<file path="config.mk">
export PLATFORM = sky130hd
export DESIGN_NAME = tx_report_scheduler
export DESIGN_NICKNAME = d
export VERILOG_FILES = /design/src/rtl/tx_report_pkg.sv /design/src/rtl/tx_frame_buffer.sv /design/src/rtl/tx_report_scheduler.sv
export SDC_FILE = /design/constraint.sdc
export NUM_CORES = 1
export LEC_CHECK = 0
export ABC_AREA = 1
export BUFFER_PORTS_ARGS = -buffer_cell sky130_fd_sc_hd__buf_4
export CAP_MARGIN = 20
export CORE_ASPECT_RATIO = 0.5
export CORE_MARGIN = 2
export CORE_UTILIZATION = 45
export CTS_BUF_LIST = sky130_fd_sc_hd__clkbuf_4 sky130_fd_sc_hd__clkbuf_8
export DETAILED_ROUTE_END_ITERATION = 6
export PLACE_DENSITY = 0.75
export SLEW_MARGIN = 20
export SYNTH_ARGS = -nofsm -noshare
export SYNTH_HDL_FRONTEND = slang
export SYNTH_SLANG_ARGS = --single-unit
</file>
<file path="constraint.sdc">
create_clock -name clk -period 1.45 [get_ports clk]
set_input_delay 0.0725 -clock clk [delete_from_list [all_inputs] [get_ports clk]]
set_output_delay 0.0725 -clock clk [all_outputs]
set_load 0.03 [all_outputs]
</file>
<file path="src/rtl/tx_report_pkg.sv">
// Shared types and constants for the UART report scheduler: FSM states,
// grant identifiers, frame geometry and default header bytes.
package tx_report_pkg;

    typedef enum logic [1:0] {
        IDLE,
        SEND,
        WAIT,
        ACK
    } state_t;

    typedef enum logic {
        GNT_MATCH,
        GNT_PROG
    } grant_t;

    localparam int unsigned PROG_FRAME_LEN  = 6;
    localparam int unsigned MAX_FRAME_BYTES = 18;
    localparam int unsigned FRAME_W         = MAX_FRAME_BYTES * 8;
    localparam int unsigned CNT_W           = 5;

    localparam logic [7:0] DEF_HDR_MATCH = 8'hA5;
    localparam logic [7:0] DEF_HDR_PROG  = 8'h5A;

    // Saturate a requested password length to the frame's payload capacity.
    function automatic logic [CNT_W-1:0] clamp_len(input logic [4:0] len,
                                                   input int unsigned max_len);
        if (32'(len) > max_len) begin
            return CNT_W'(max_len);
        end
        return len;
    endfunction

endpackage

</file>
<file path="src/rtl/tx_frame_buffer.sv">
// Frame holding register: parallel load of a whole report frame, then
// byte-wise shift-out from the top with a count of bytes still to go.
module tx_frame_buffer
    import tx_report_pkg::*;
(
    input  logic               clk,
    input  logic               rst,
    input  logic               load,
    input  logic               shift,
    input  logic [FRAME_W-1:0] frame,
    input  logic [CNT_W-1:0]   length,
    output logic [7:0]         top_byte,
    output logic               empty
);

    logic [FRAME_W-1:0] data_q;
    logic [CNT_W-1:0]   count_q;

    always_ff @(posedge clk) begin
        if (rst) begin
            data_q  <= '0;
            count_q <= '0;
        end else if (load) begin
            data_q  <= frame;
            count_q <= length;
        end else if (shift && (count_q != '0)) begin
            data_q  <= {data_q[FRAME_W-9:0], 8'h00};
            count_q <= count_q - CNT_W'(1);
        end
    end

    always_comb begin
        top_byte = data_q[FRAME_W-1 -: 8];
        empty    = (count_q == '0);
    end

endmodule

</file>
<file path="src/rtl/tx_report_scheduler.sv">
// Round-robin sharing of the UART byte transmitter between the match and
// progress reporters; frames each report and paces it through tx_start/tx_done.
module tx_report_scheduler
    import tx_report_pkg::*;
#(
    parameter int unsigned MAX_PWD_BYTES = 16,
    parameter logic [7:0]  HDR_MATCH     = DEF_HDR_MATCH,
    parameter logic [7:0]  HDR_PROG      = DEF_HDR_PROG
) (
    input  logic         clk,
    input  logic         rst,
    input  logic         match_req,
    input  logic [4:0]   match_len,
    input  logic [127:0] match_data,
    output logic         match_ack,
    input  logic         prog_req,
    input  logic [3:0]   prog_strlen,
    input  logic [31:0]  prog_count,
    output logic         prog_ack,
    output logic [7:0]   tx_byte,
    output logic         tx_start,
    input  logic         tx_done,
    output logic         busy
);

    state_t state;
    state_t next_state;
    grant_t last_grant;
    grant_t grant_sel;

    logic               req_any;
    logic [CNT_W-1:0]   match_len_c;
    logic [FRAME_W-1:0] frame_sel;
    logic [CNT_W-1:0]   len_sel;

    logic       buf_load;
    logic       buf_shift;
    logic       buf_empty;
    logic [7:0] buf_top;

    logic       tx_start_d;
    logic [7:0] tx_byte_d;
    logic       match_ack_d;
    logic       prog_ack_d;
    logic       busy_d;

    // Arbiter: a tie goes to whichever source was not served last.
    always_comb begin
        req_any   = match_req | prog_req;
        grant_sel = GNT_MATCH;
        if (match_req && prog_req) begin
            grant_sel = (last_grant == GNT_PROG) ? GNT_MATCH : GNT_PROG;
        end else if (prog_req) begin
            grant_sel = GNT_PROG;
        end
    end

    always_comb begin
        match_len_c = clamp_len(match_len, MAX_PWD_BYTES);
        if (grant_sel == GNT_MATCH) begin
            frame_sel = {HDR_MATCH, 3'b000, match_len_c, match_data};
            len_sel   = match_len_c + CNT_W'(2);
        end else begin
            frame_sel = {HDR_PROG, 4'h0, prog_strlen, prog_count, {(FRAME_W-48){1'b0}}};
            len_sel   = CNT_W'(PROG_FRAME_LEN);
        end
    end

    tx_frame_buffer u_frame_buffer (
        .clk      (clk),
        .rst      (rst),
        .load     (buf_load),
        .shift    (buf_shift),
        .frame    (frame_sel),
        .length   (len_sel),
        .top_byte (buf_top),
        .empty    (buf_empty)
    );

    always_ff @(posedge clk) begin
        if (rst) begin
            state <= IDLE;
        end else begin
            state <= next_state;
        end
    end

    always_comb begin
        next_state = state;
        unique case (state)
            IDLE: if (req_any) next_state = SEND;
            SEND: next_state = WAIT;
            WAIT: if (tx_done) next_state = buf_empty ? ACK : SEND;
            ACK:  next_state = IDLE;
            default: next_state = IDLE;
        endcase
    end

    // Outputs are computed one cycle ahead and registered. The buffer is
    // shifted during SEND rather than on tx_done, so in WAIT its top byte is
    // already the next one to send and the counter holds bytes not yet started.
    always_comb begin
        buf_load    = (state == IDLE) && req_any;
        buf_shift   = (state == SEND);
        tx_start_d  = (next_state == SEND);
        busy_d      = (next_state != IDLE);
        match_ack_d = (state == WAIT) && (next_state == ACK) && (last_grant == GNT_MATCH);
        prog_ack_d  = (state == WAIT) && (next_state == ACK) && (last_grant == GNT_PROG);
        tx_byte_d   = tx_byte;
        if (buf_load) begin
            tx_byte_d = frame_sel[FRAME_W-1 -: 8];
        end else if ((state == WAIT) && (next_state == SEND)) begin
            tx_byte_d = buf_top;
        end
    end

    always_ff @(posedge clk) begin
        if (rst) begin
            tx_start   <= 1'b0;
            tx_byte    <= '0;
            match_ack  <= 1'b0;
            prog_ack   <= 1'b0;
            busy       <= 1'b0;
            last_grant <= GNT_PROG;
        end else begin
            tx_start  <= tx_start_d;
            tx_byte   <= tx_byte_d;
            match_ack <= match_ack_d;
            prog_ack  <= prog_ack_d;
            busy      <= busy_d;
            if (buf_load) begin
                last_grant <= grant_sel;
            end
        end
    end

endmodule

</file>
==> results of run 1 <==
routing by layer:
metal / global-route usage [%] / up-vias
li1: - / 3867
met1: 36.1 / 3846
met2: 43.3 / 380
met3: 5.39 / 69
met4: 8.87 / 0
met5: 0 / -
final timing paths:
check                           slack (ps)            start                         end  cells past startpoint
worst max-delay path                   -70         state[0]   u_frame_buffer.data_q[76]                      7
worst min-delay path                  -0.5  match_data[120]  u_frame_buffer.data_q[120]                      4
worst max register to register         -70         state[0]   u_frame_buffer.data_q[76]                      7
worst min register to register         470       last_grant                   match_ack                      1
kinds of logic (layout without fill, tap and decap cells):
logic type	Yosys count	count (layout)
AOI/OAI and AO/OA	425	425
adders and majority gates	3	3
buffers and inverters	101	430
DFF	164	164
other	0	3
and+or+nand+nor	210	213
what timing repair did:
action	CTS	global route
gates resized for setup	59	197
endpoints found under the hold margin	110	4
pin swaps	4	41
hold buffers	116	4
setup buffers	11	7
gates cloned	8	9
endpoints found under the setup margin	147	158
where the power goes:
group	leakage [nW]	switching, mW	total [mW]	internal (mW)
clock	0.197	1.81	3.51	1.70
sequential	1.36	0.530	5.86	5.33
combinational	3.29	2.88	5.57	2.70
cells in the mapped netlist:
cell                       count  area share (%)
sky130_fd_sc_hd__a211oi_1      1            0.10
sky130_fd_sc_hd__a21boi_0      1            0.10
sky130_fd_sc_hd__a21oi_1     149              10
sky130_fd_sc_hd__a22oi_1      89             9.1
sky130_fd_sc_hd__and2_0       20             1.7
sky130_fd_sc_hd__and2_1       12             1.0
sky130_fd_sc_hd__buf_2        28             1.9
sky130_fd_sc_hd__buf_4        14             1.4
sky130_fd_sc_hd__buf_6        18             2.8
sky130_fd_sc_hd__clkbuf_1     22             1.1
sky130_fd_sc_hd__dfxtp_1     164              45
sky130_fd_sc_hd__ha_1          3            0.51
sky130_fd_sc_hd__inv_1        16            0.82
sky130_fd_sc_hd__inv_2         3            0.15
sky130_fd_sc_hd__nand2_1     120             6.2
sky130_fd_sc_hd__nand2_2       1           0.086
sky130_fd_sc_hd__nand2_4       2            0.31
sky130_fd_sc_hd__nand3_1      24             1.6
sky130_fd_sc_hd__nand3_2       1            0.14
sky130_fd_sc_hd__nand4_1       1           0.086
sky130_fd_sc_hd__nor2_1       22             1.1
sky130_fd_sc_hd__nor2_2        2            0.17
sky130_fd_sc_hd__nor2_4        4            0.62
sky130_fd_sc_hd__o211a_1       7            0.96
sky130_fd_sc_hd__o211ai_1      8            0.82
sky130_fd_sc_hd__o21ai_0     150              10
sky130_fd_sc_hd__o21ai_1      19             1.3
sky130_fd_sc_hd__o21ai_4       1            0.22
sky130_fd_sc_hd__or2_2         1           0.086
through the flow:
| step | worst slack, ps | TNS [ps] |
|---|---|---|
| floorplan | 4.05 | 0 |
| global placement | -26.8 | -136 |
| detailed placement | -81.4 | -2560 |
| CTS | -44.2 | -2060 |
| global route | -140 | -10650 |
| finish | -73.0 | -2350 |
placed cells by master, fill, tap and decap left out, drive strengths merged, types with 2 or more instances in the layout:
cell / count
dfxtp: 164
nor2: 28
a22oi: 89
diode: 3
clkbuf: 27
clkinv: 2
bufinv: 2
a21oi: 149
o21ai: 170
and2: 32
nand2: 126
o211ai: 8
o211a: 7
nand3: 25
dlygate4sd3: 120
buf: 252
clkinvlp: 5
ha: 3
inv: 22
critical path, delay by kind of cell (launching register included):
kind / cells / cell delay [ps]
AO/OA/AOI/OAI: 3 / 370
buffers and inverters: 2 / 380
flip-flops: 1 / 370
AND/OR/NAND/NOR: 2 / 330
flip-flops by register name, indices dropped and copies added, names as in the netlist:
| signal | flops |
|---|---|
| busy | 1 |
| tx_byte | 8 |
| u_frame_buffer.count_q | 5 |
| u_frame_buffer.data_q | 144 |
| prog_ack | 1 |
| last_grant | 1 |
| match_ack | 1 |
| tx_start | 1 |
| state | 2 |
cell type report:
class | instances | share of cell area, %
timing repair buffer | 379 | 31.6
antenna | 3 | 0.0638
clock inverter | 12 | 1.22
sequential | 164 | 28.0
clock buffer | 20 | 2.34
multi-input combinational | 641 | 33.7
inverter | 19 | 0.681
tap | 221 | 2.35
==> results.txt, run 1 <==
----------------------------------------------------
[STA]
  Worst Hold Slack ... -0.464 ps
  Final period util ... 105%
  Setup clock skew after layout ... 17.4 ps
  Slew headroom ... 76.4%
  Final setup viols ... between 90 and 100
  Number of endpoints with negative hold slack in the final report ... 1
  RSZ-0062 raised after global routing ... yes
  Max-slew violations ... 0
  Time the final worst path needs with I/O delays and setup ... 1520 ps
  Worst Max-Slew Pin Slew ... 354 ps
  Worst setup slack after layout ... -73.0 ps
  Fmax achieved ... 657 MHz

[Layout]
  Final cell area excluding filler cells ... roughly 0.012 mm^2
  Final Core Density ... about three quarters
  Area growth from synthesis to layout ... 61.0%
  Area of the multi-input gates ... 0.00397 mm^2
  Number of nets in the finished design ... 1399
  FF+latch area ... 0.00329 mm^2
  Layout cell share with drive strength beyond 1 ... a little over a third
  Non-filler cells in the finished layout ... 1459
  Count of fill cells added during filler insertion ... roughly 1000

[Route]
  Drt via density ... 5.59
  Wire length on met1 ... 11400 um
  DR pass1 iterations ... 6
  1st-iter DRT viols ... 807
  Uppermost layer routed ... met4
  Met3 wire length ... 1800 um
  Via count ... 8162
  Routed Wire Length ... 26200 um
  DR WL/cell ... 17.9 um
  Post-route DRC violation count ... 0
  Met2 WL ... ~12000 um
  Antenna-violating nets left ... 0

[Global routing]
  Overall track demand over capacity in global routing ... between 20% and 30%
  Largest net degree at the start of global routing ... 81
  First-pass GRT wire length ... 37100 um
  Antenna violations before repair ... 1
  Leftover overflow at the end of global routing ... 0
  Via count of the first global-routing pass ... 7429

[Run status]
  Result of the run ... finished, violations left
  Violations in the final reports ... hold timing, setup timing

[Yosys]
  Simple logic cell fraction of the synthesized area ... around an eighth
  Sequential area share after synthesis ... 44.9%
  Mean area per synthesized cell ... 8.09 um^2
  Fraction of synthesized cell area in xor and xnor cells ... 0%
  Combinational family with the most area after synthesis ... compound AO/OA/AOI/OAI gates
  Flop and latch count out of synthesis ... 164
  Post-Syn Instances ... 903
  Synthesized-area fraction occupied by ao, oa, aoi and oai cells ... 33.1%
  Synth warnings ... 0
  Yosys cell types ... 29
  Post-synth design cell area ... 0.00731 mm^2
  Share of synthesized area spent on multiplexers ... 0%
  Net Count, Synth ... between 1000 and 1500
  Adder and majority cell fraction of the synthesized area ... 0.514%

[Floorplanning]
  Die Span X ... 184 um
  Die outline area ... around 0.017 mm^2
  Overall die height ... 94.1 um
  Count of standard-cell rows ... 32
  Effective utilization at floorplan ... 46.7%
  Num ports ... 186
  Core box area ... 0.0157 mm^2

[Worst setup path]
  CP required ... 1820 ps
  Critical Path AT ... 1890 ps
  Worst-path cell chain ... nor2_4 > o21ai_4 > buf_6 > nand2_8 > clkbuf_16 > o21ai_1 > a21oi_2
  Nature of the critical path startpoint ... flop
  Setup crit end kind ... flop
  Largest fanout on the critical path ... 11
  Classification of the worst setup path ... reg -> reg
  Crit-path max cell delay ... 370 ps
  Slowest-stage cell, CP ... sky130_fd_sc_hd__dfxtp_4

[Clock tree]
  Clock slew seen by the registers of the worst setup and hold paths ... roughly 100 ps
  Max Buffers Root-to-Sink ... 2
  Root cell of the clock tree ... sky130_fd_sc_hd__clkbuf_8
  Number of buffers created by CTS ... 17
  Number of levels in the clock H-tree ... 4
  Clock latency reported for the late side of the worst-skew pair ... 440 ps
  Clock sink total ... between 150 and 200
  CTS tree ... built

[Pwr]
  Reported leakage power ... 4.85 nW
  Overall power consumption ... roughly 15 mW
  Largest vdd supply drop ... 0.671 mV
  Cell area power density ... 1270 mW/mm^2

[Run]
  Total of max-cap violations ... 0

[Worst hold path]
  Class of the worst hold path ... in -> reg

[Placement]
  Routability-driven placement congestion ratio ... 0.870
  Post-Place Cell Area ... around 0.0090 mm^2
  Count of port buffers added during placement ... between 150 and 200
  Detailed placement HPWL ... around 14000 um
  Placed insts ... 1270

----------------------------------------------------
Note: power is estimated with default switching activity, not from simulation.
==> run 2: changes to the inputs <==
Settings changed: BUFFER_PORTS_ARGS -buffer_cell sky130_fd_sc_hd__buf_4 to -buffer_cell sky130_fd_sc_hd__buf_2.
==> results.txt, run 2 (same netlist as run 1, synthesis figures left out) <==
----------------------------------------------------
[Layout]
  Register with the most flip-flops ... u_frame_buffer.data_q
  Area growth from synthesis to layout ... 73.3%
  Final Core Density ... 80.9% (+5.8 points)
  Number of nets in the finished design ... 1469 (+5.0%)
  Largest register FFs ... 144 (unchanged)
  Commonest cells after routing, fill and taps aside ... 185 x sky130_fd_sc_hd__buf_2, 159 x sky130_fd_sc_hd__dfxtp_1, 157 x sky130_fd_sc_hd__dlygate4sd3_1
  Final cell area excluding filler cells ... 0.0127 mm^2 (+7.7%)
  Leading cell type in the layout, fill and taps excluded ... sky130_fd_sc_hd__buf_2
  Layout cell share with drive strength beyond 1 ... 42.0% (+7.2 points)
  Biggest registers after layout ... u_frame_buffer.data_q (144), tx_byte (8), u_frame_buffer.count_q (5)

[Run]
  Total of max-cap violations ... 0 (unchanged)

[Pwr]
  Reported leakage power ... 5.18 nW (+6.7%)
  Largest vdd supply drop ... 0.695 mV (+3.5%)
  Cell area power density ... 1280 mW/mm^2 (+0.85%)
  Part of the total power dissipated in sequential elements ... 37.2% (-2.0 points)
  Internal power of the cells ... 10.2 mW (+4.6%)
  Total net switching power ... 6.05 mW (+16%)
  Fraction of power consumed by combinational cells ... 42.4% (+5.1 points)
  Switching fraction of total power ... 37.3% (+2.4 points)
  Clock share of power ... 20.4% (-3.1 points)

[Worst setup path]
  CP required ... 1790 ps (-30 ps)
  Classification of the worst setup path ... reg -> reg
  Largest fanout on the critical path ... 19 (+8)
  Nature of the critical path startpoint ... flop
  Setup crit end kind ... flop
  Critical Path AT ... 1920 ps (+30 ps)

[Global routing]
  Overall track demand over capacity in global routing ... 29.3% (+2.5 points)
  Leftover overflow at the end of global routing ... 0 (unchanged)
  Via count of the first global-routing pass ... 8007 (+7.8%)
  Largest net degree at the start of global routing ... 83 (+2.5%)
  First-pass GRT wire length ... 40000 um (+7.7%)
  Antenna violations before repair ... 2 (+1)

[Placement]
  Routability-driven placement congestion ratio ... 0.835 (-4.0%)
  Worst-case setup slack after placement ... -135 ps (-53.2 ps)
  Detailed placement HPWL ... 13600 um (-0.92%)
  Post-Place Cell Area ... 0.00857 mm^2 (-4.4%)
  Count of port buffers added during placement ... 185 (unchanged)

[Route]
  Routed Wire Length ... 32500 um (+24%)
  Via count ... 8993 (+10%)
  DR WL/cell ... 21.2 um (+18%)
  Antenna-violating nets left ... 0 (unchanged)
  1st-iter DRT viols ... 778 (-3.6%)
  DR pass1 iterations ... 6 (unchanged)
  Drt via density ... 5.87 (+4.9%)
  Post-route DRC violation count ... 0 (unchanged)

[STA]
  Worst setup slack after layout ... -134 ps (-61.3 ps)
  Slew headroom ... 72.7% (-3.7 points)
  Final setup viols ... 133 (+43%)
  Setup clock skew after layout ... 19.4 ps (+1.91 ps)
  Total Neg Setup Slack ... -6540 ps (-4180 ps)
  RSZ-0062 raised after global routing ... yes
  Worst Hold Slack ... 1.48 ps (+1.94 ps)
  Max-slew violations ... 0 (unchanged)
  Time the final worst path needs with I/O delays and setup ... 1580 ps (+61.3 ps)
  Worst Max-Slew Pin Slew ... 410 ps (+55.8 ps)
  Number of endpoints with negative hold slack in the final report ... 0 (-1)
  Fmax achieved ... 631 MHz (-3.9%)
  Final period util ... 109% (+4.2 points)

[Floorplanning]
  Num ports ... 186 (unchanged)
  Overall die height ... 94.1 um (unchanged)
  Effective utilization at floorplan ... 46.7% (unchanged)
  Die outline area ... 0.0173 mm^2 (unchanged)
  Core box area ... 0.0157 mm^2 (unchanged)
  Die Span X ... 184 um (unchanged)
  Count of standard-cell rows ... 32 (unchanged)

[Run status]
  Violations in the final reports ... setup timing
  Result of the run ... finished, violations left

[Clock tree]
  Root cell of the clock tree ... sky130_fd_sc_hd__clkbuf_8
  Clock slew seen by the registers of the worst setup and hold paths ... 90 ps (about the same)
  Number of buffers created by CTS ... 17 (unchanged)
  CTS tree ... built
  Number of levels in the clock H-tree ... 4 (unchanged)
  Max Buffers Root-to-Sink ... 2 (unchanged)
  Clock sink total ... 164 (unchanged)
  Clock latency reported for the late side of the worst-skew pair ... 470 ps (+30 ps)

[Worst hold path]
  Class of the worst hold path ... in -> reg

----------------------------------------------------
==> run 2: what timing repair did <==
item	4_1_cts	5_1_grt
pin swaps	14	48
hold buffers	155	2
resized for setup	129	278
setup endpoints to repair	144	157
endpoints found under the hold margin	129	1
gates cloned	6	32
buffers inserted	19	12
==> run 2: final timing paths <==
path | to | depth (start not counted) | slack (ps) | startpoint
min | u_frame_buffer.data_q[103] | 4 | 1 | match_data[103]
max | u_frame_buffer.data_q[120] | 7 | -130 | u_frame_buffer.count_q[4]
min reg2reg | u_frame_buffer.data_q[0] | 2 | 470 | u_frame_buffer.data_q[0]
max reg2reg | u_frame_buffer.data_q[120] | 7 | -130 | u_frame_buffer.count_q[4]
==> run 2: area by class of cell <==
class | count | area, um^2
Multi-Input combinational cell | 640 | 4310
Timing Repair Buffer | 450 | 4310
Sequential cell | 164 | 3290
Fill cell | 881 | 2990
Tap cell | 221 | 277
Clock buffer | 19 | 249
Clock inverter | 13 | 128
Inverter | 19 | 82.6
Antenna cell | 6 | 15.0
==> run 2: power groups by stage <==
stage | clock network, mW | logic [mW] | registers (mW)
final | 3.31 | 6.88 | 6.03
after global routing | 3.48 | 7.24 | 6.07
after CTS | 3.27 | 4.79 | 5.81
after detailed placement | 0 | 3.70 | 5.86
after global placement | 0 | 3.59 | 5.85
after floorplan | 0 | 2.55 | 5.79
==> run 2: metrics by stage <==
stage	instances	power (mW)
5_1_grt	1527	16.8
6_report	1532	16.2
2_1_floorplan	903	8.34
4_1_cts	1483	13.9
3_5_place_dp	1274	9.56
3_3_place_gp	1274	9.45
==> run 2: layer usage <==
metal	vias up	wire [um]	global-route usage [%]
met5	-	0	0
met4	0	1420	12.8
met3	137	2230	5.12
met2	582	15700	49.6
met1	4263	13100	37.1
li1	4011	-	-
==> run 2: critical path, stage by stage, from the launching register on <==
cell and delay, ps:
sky130_fd_sc_hd__dfxtp_1 410, sky130_fd_sc_hd__inv_1 120, sky130_fd_sc_hd__nand3_4 120, sky130_fd_sc_hd__nand2_4 90, sky130_fd_sc_hd__buf_12 160, sky130_fd_sc_hd__buf_6 160, sky130_fd_sc_hd__o21ai_0 280, sky130_fd_sc_hd__a21oi_1 130
==> run 3: changes to the inputs <==
Settings changed: HOLD_SLACK_MARGIN set to 0.1, SKIP_CTS_REPAIR_TIMING set to 1.
==> results.txt, run 3 (same netlist as run 1, synthesis figures left out) <==
----------------------------------------------------
[Run status]
  Result of the run ... finished, violations left
  Violations in the final reports ... setup timing

[Worst setup path]
  Register-to-register setup slack ... -150 ps (about the same)
  Worst r2r src ... state[1]
  Largest fanout on the critical path ... 5 (-14)
  Slowest-stage cell, CP ... sky130_fd_sc_hd__dfxtp_2
  Capture instance of the worst register-to-register path ... u_frame_buffer.data_q[113]
  Classification of the worst setup path ... reg -> reg
  Worst-path cell chain ... nor2_4 > buf_6 > inv_6 > nor2_4 > buf_6 > clkbuf_16 > nand2_1 > and2_1 > a21oi_1
  Critical Path AT ... 1960 ps (+40 ps)
  Number of cells traversed by the worst register-to-register path ... 9 (+2)
  Nature of the critical path startpoint ... flop
  CP required ... 1820 ps (+30 ps)
  Crit-path max cell delay ... 340 ps (-70 ps)
  Start point of the critical path ... state[1]
  Setup crit end kind ... flop

[Pwr]
  Reported leakage power ... 5.18 nW (about the same)
  Cell area power density ... 1250 mW/mm^2 (-2.2%)
  Largest vdd supply drop ... 0.700 mV (+0.75%)
  Overall power consumption ... 16.0 mW (-1.4%)

[STA]
  Worst setup slack after layout ... -146 ps (-12.0 ps)
  Total Neg Setup Slack ... -9840 ps (-3300 ps)
  Setup clock skew after layout ... 20.6 ps (+1.26 ps)
  Worst Max-Slew Pin Slew ... 397 ps (-13.0 ps)
  Final setup viols ... 148 (+11%)
  Number of endpoints with negative hold slack in the final report ... 0 (unchanged)
  Final period util ... 110% (+0.83 points)
  Slew headroom ... 73.5% (+0.87 points)
  Max-slew violations ... 0 (unchanged)
  Time the final worst path needs with I/O delays and setup ... 1600 ps (+12.0 ps)
  RSZ-0062 raised after global routing ... yes
  Fmax achieved ... 626 MHz (-0.75%)

[Route]
  DR pass1 iterations ... 5 (-1)
  Via count ... 9001 (+0.089%)
  Routed Wire Length ... 33000 um (+1.6%)
  Drt via density ... 5.83 (-0.62%)
  DR WL/cell ... 21.4 um (+0.87%)
  1st-iter DRT viols ... 822 (+5.7%)
  Antenna-violating nets left ... 0 (unchanged)
  Post-route DRC violation count ... 0 (unchanged)

[Clock tree]
  Number of buffers created by CTS ... 17 (unchanged)
  CTS tree ... built
  Root cell of the clock tree ... sky130_fd_sc_hd__clkbuf_8
  Number of levels in the clock H-tree ... 4 (unchanged)
  Clock latency reported for the late side of the worst-skew pair ... 470 ps (about the same)
  Max Buffers Root-to-Sink ... 2 (unchanged)
  Clock slew seen by the registers of the worst setup and hold paths ... 100 ps (about the same)
  Clock sink total ... 164 (unchanged)

[Global routing]
  Overall track demand over capacity in global routing ... 22.6% (-6.8 points)
  Largest net degree at the start of global routing ... 83 (unchanged)
  Leftover overflow at the end of global routing ... 0 (unchanged)
  Antenna violations before repair ... 3 (+1)
  Via count of the first global-routing pass ... 6259 (-22%)
  First-pass GRT wire length ... 31000 um (-22%)

[Floorplanning]
  Effective utilization at floorplan ... 46.7% (unchanged)
  Core box area ... 0.0157 mm^2 (unchanged)
  Count of standard-cell rows ... 32 (unchanged)
  Die outline area ... 0.0173 mm^2 (unchanged)
  Num ports ... 186 (unchanged)
  Die Span X ... 184 um (unchanged)
  Overall die height ... 94.1 um (unchanged)

[Worst hold path]
  Hold path endpoint ... u_frame_buffer.data_q[129]
  Hold path cells ... 7 (+3)
  Worst hold path startpoint ... prog_req
  Class of the worst hold path ... in -> reg

[Placement]
  Placed insts ... 1274 (unchanged)
  Count of port buffers added during placement ... 185 (unchanged)
  Routability-driven placement congestion ratio ... 0.835 (unchanged)
  Detailed placement HPWL ... 13600 um (unchanged)
  Worst-case setup slack after placement ... -135 ps (unchanged)

[Layout]
  Commonest cells after routing, fill and taps aside ... 186 x sky130_fd_sc_hd__buf_2, 171 x sky130_fd_sc_hd__dlygate4sd3_1, 159 x sky130_fd_sc_hd__dfxtp_1
  Largest register FFs ... 144 (unchanged)
  Layout cell share with drive strength beyond 1 ... 41.6% (-0.37 points)
  Area growth from synthesis to layout ... 74.6%
  Biggest registers after layout ... u_frame_buffer.data_q (144), tx_byte (8), u_frame_buffer.count_q (5)
  Register with the most flip-flops ... u_frame_buffer.data_q
  Number of nets in the finished design ... 1483 (+0.95%)
  Leading cell type in the layout, fill and taps excluded ... sky130_fd_sc_hd__buf_2
  Non-filler cells in the finished layout ... 1543 (+0.72%)
  Count of fill cells added during filler insertion ... 885 (+0.45%)

[Run]
  Total of max-cap violations ... 0 (unchanged)

----------------------------------------------------
==> run 3: changes by cell type in the layout (fill, tap and decap cells not counted), moves of 10 or more <==
cell and delta:
sky130_fd_sc_hd__o21ai_1 -17, sky130_fd_sc_hd__o21ai_2 -12, sky130_fd_sc_hd__a22oi_2 +14, sky130_fd_sc_hd__a22oi_1 -14, sky130_fd_sc_hd__a21oi_1 +10, sky130_fd_sc_hd__a21oi_2 -11
sky130_fd_sc_hd__dlygate4sd3_1 +14, sky130_fd_sc_hd__o21ai_0 +29
==> run 3: per-stage QoR <==
step / hold slack [ps] / util, % / cell area, um^2
after floorplan: 151 / - / 7310
after global placement: 330 / 54.7 / 8570
after detailed placement: 330 / 54.7 / 8570
after CTS: -164 / 57.1 / 8940
after global routing: 226 / 81.5 / 12800
final: 233 / 81.5 / 12800
==> run 3: cell type report <==
type,instances,area (um^2),share of cell area (%)
Multi-Input combinational cell,641,4360,34.2
Timing Repair Buffer,463,4360,34.2
Inverter,19,87.6,0.687
Antenna cell,3,7.51,0.0589
Clock inverter,13,128,1.00
Tap cell,221,277,2.17
Sequential cell,164,3290,25.8
Clock buffer,19,249,1.95
==> run 3: worst max path at each step <==
stage	end	slack (ps)
finish	u_frame_buffer.data_q[113]	-150
global route	u_frame_buffer.data_q[67]	-210
CTS	u_frame_buffer.data_q[60]	-170
detailed placement	tx_byte[4]	-130
global placement	u_frame_buffer.data_q[40]	-80
floorplan	u_frame_buffer.data_q[128]	4
==> run 3: power by group <==
part           internal (mW)  switching [mW]  leakage, nW
logic                   3.26            3.42         3.64
registers               5.33           0.687         1.36
clock network           1.42            1.87        0.178
total                   10.0            5.98         5.18
==> run 3: worst max-delay path: cells and delay by family (launching register included) <==
family	cells	cell delay, ps
AOI/OAI and AO/OA	1	190
DFF	1	340
buffers and inverters	4	490
and+or+nand+nor	4	490
==> run 3: routing by layer <==
layer	GRT usage, %	part of all wire [%]	vias to the layer above	routed length, um
li1	-	-	4042	-
met1	31.5	39	4261	13000
met2	35.4	48	559	15800
met3	4.07	7.9	139	2620
met4	7.20	4.7	0	1540
met5	0	0	-	0
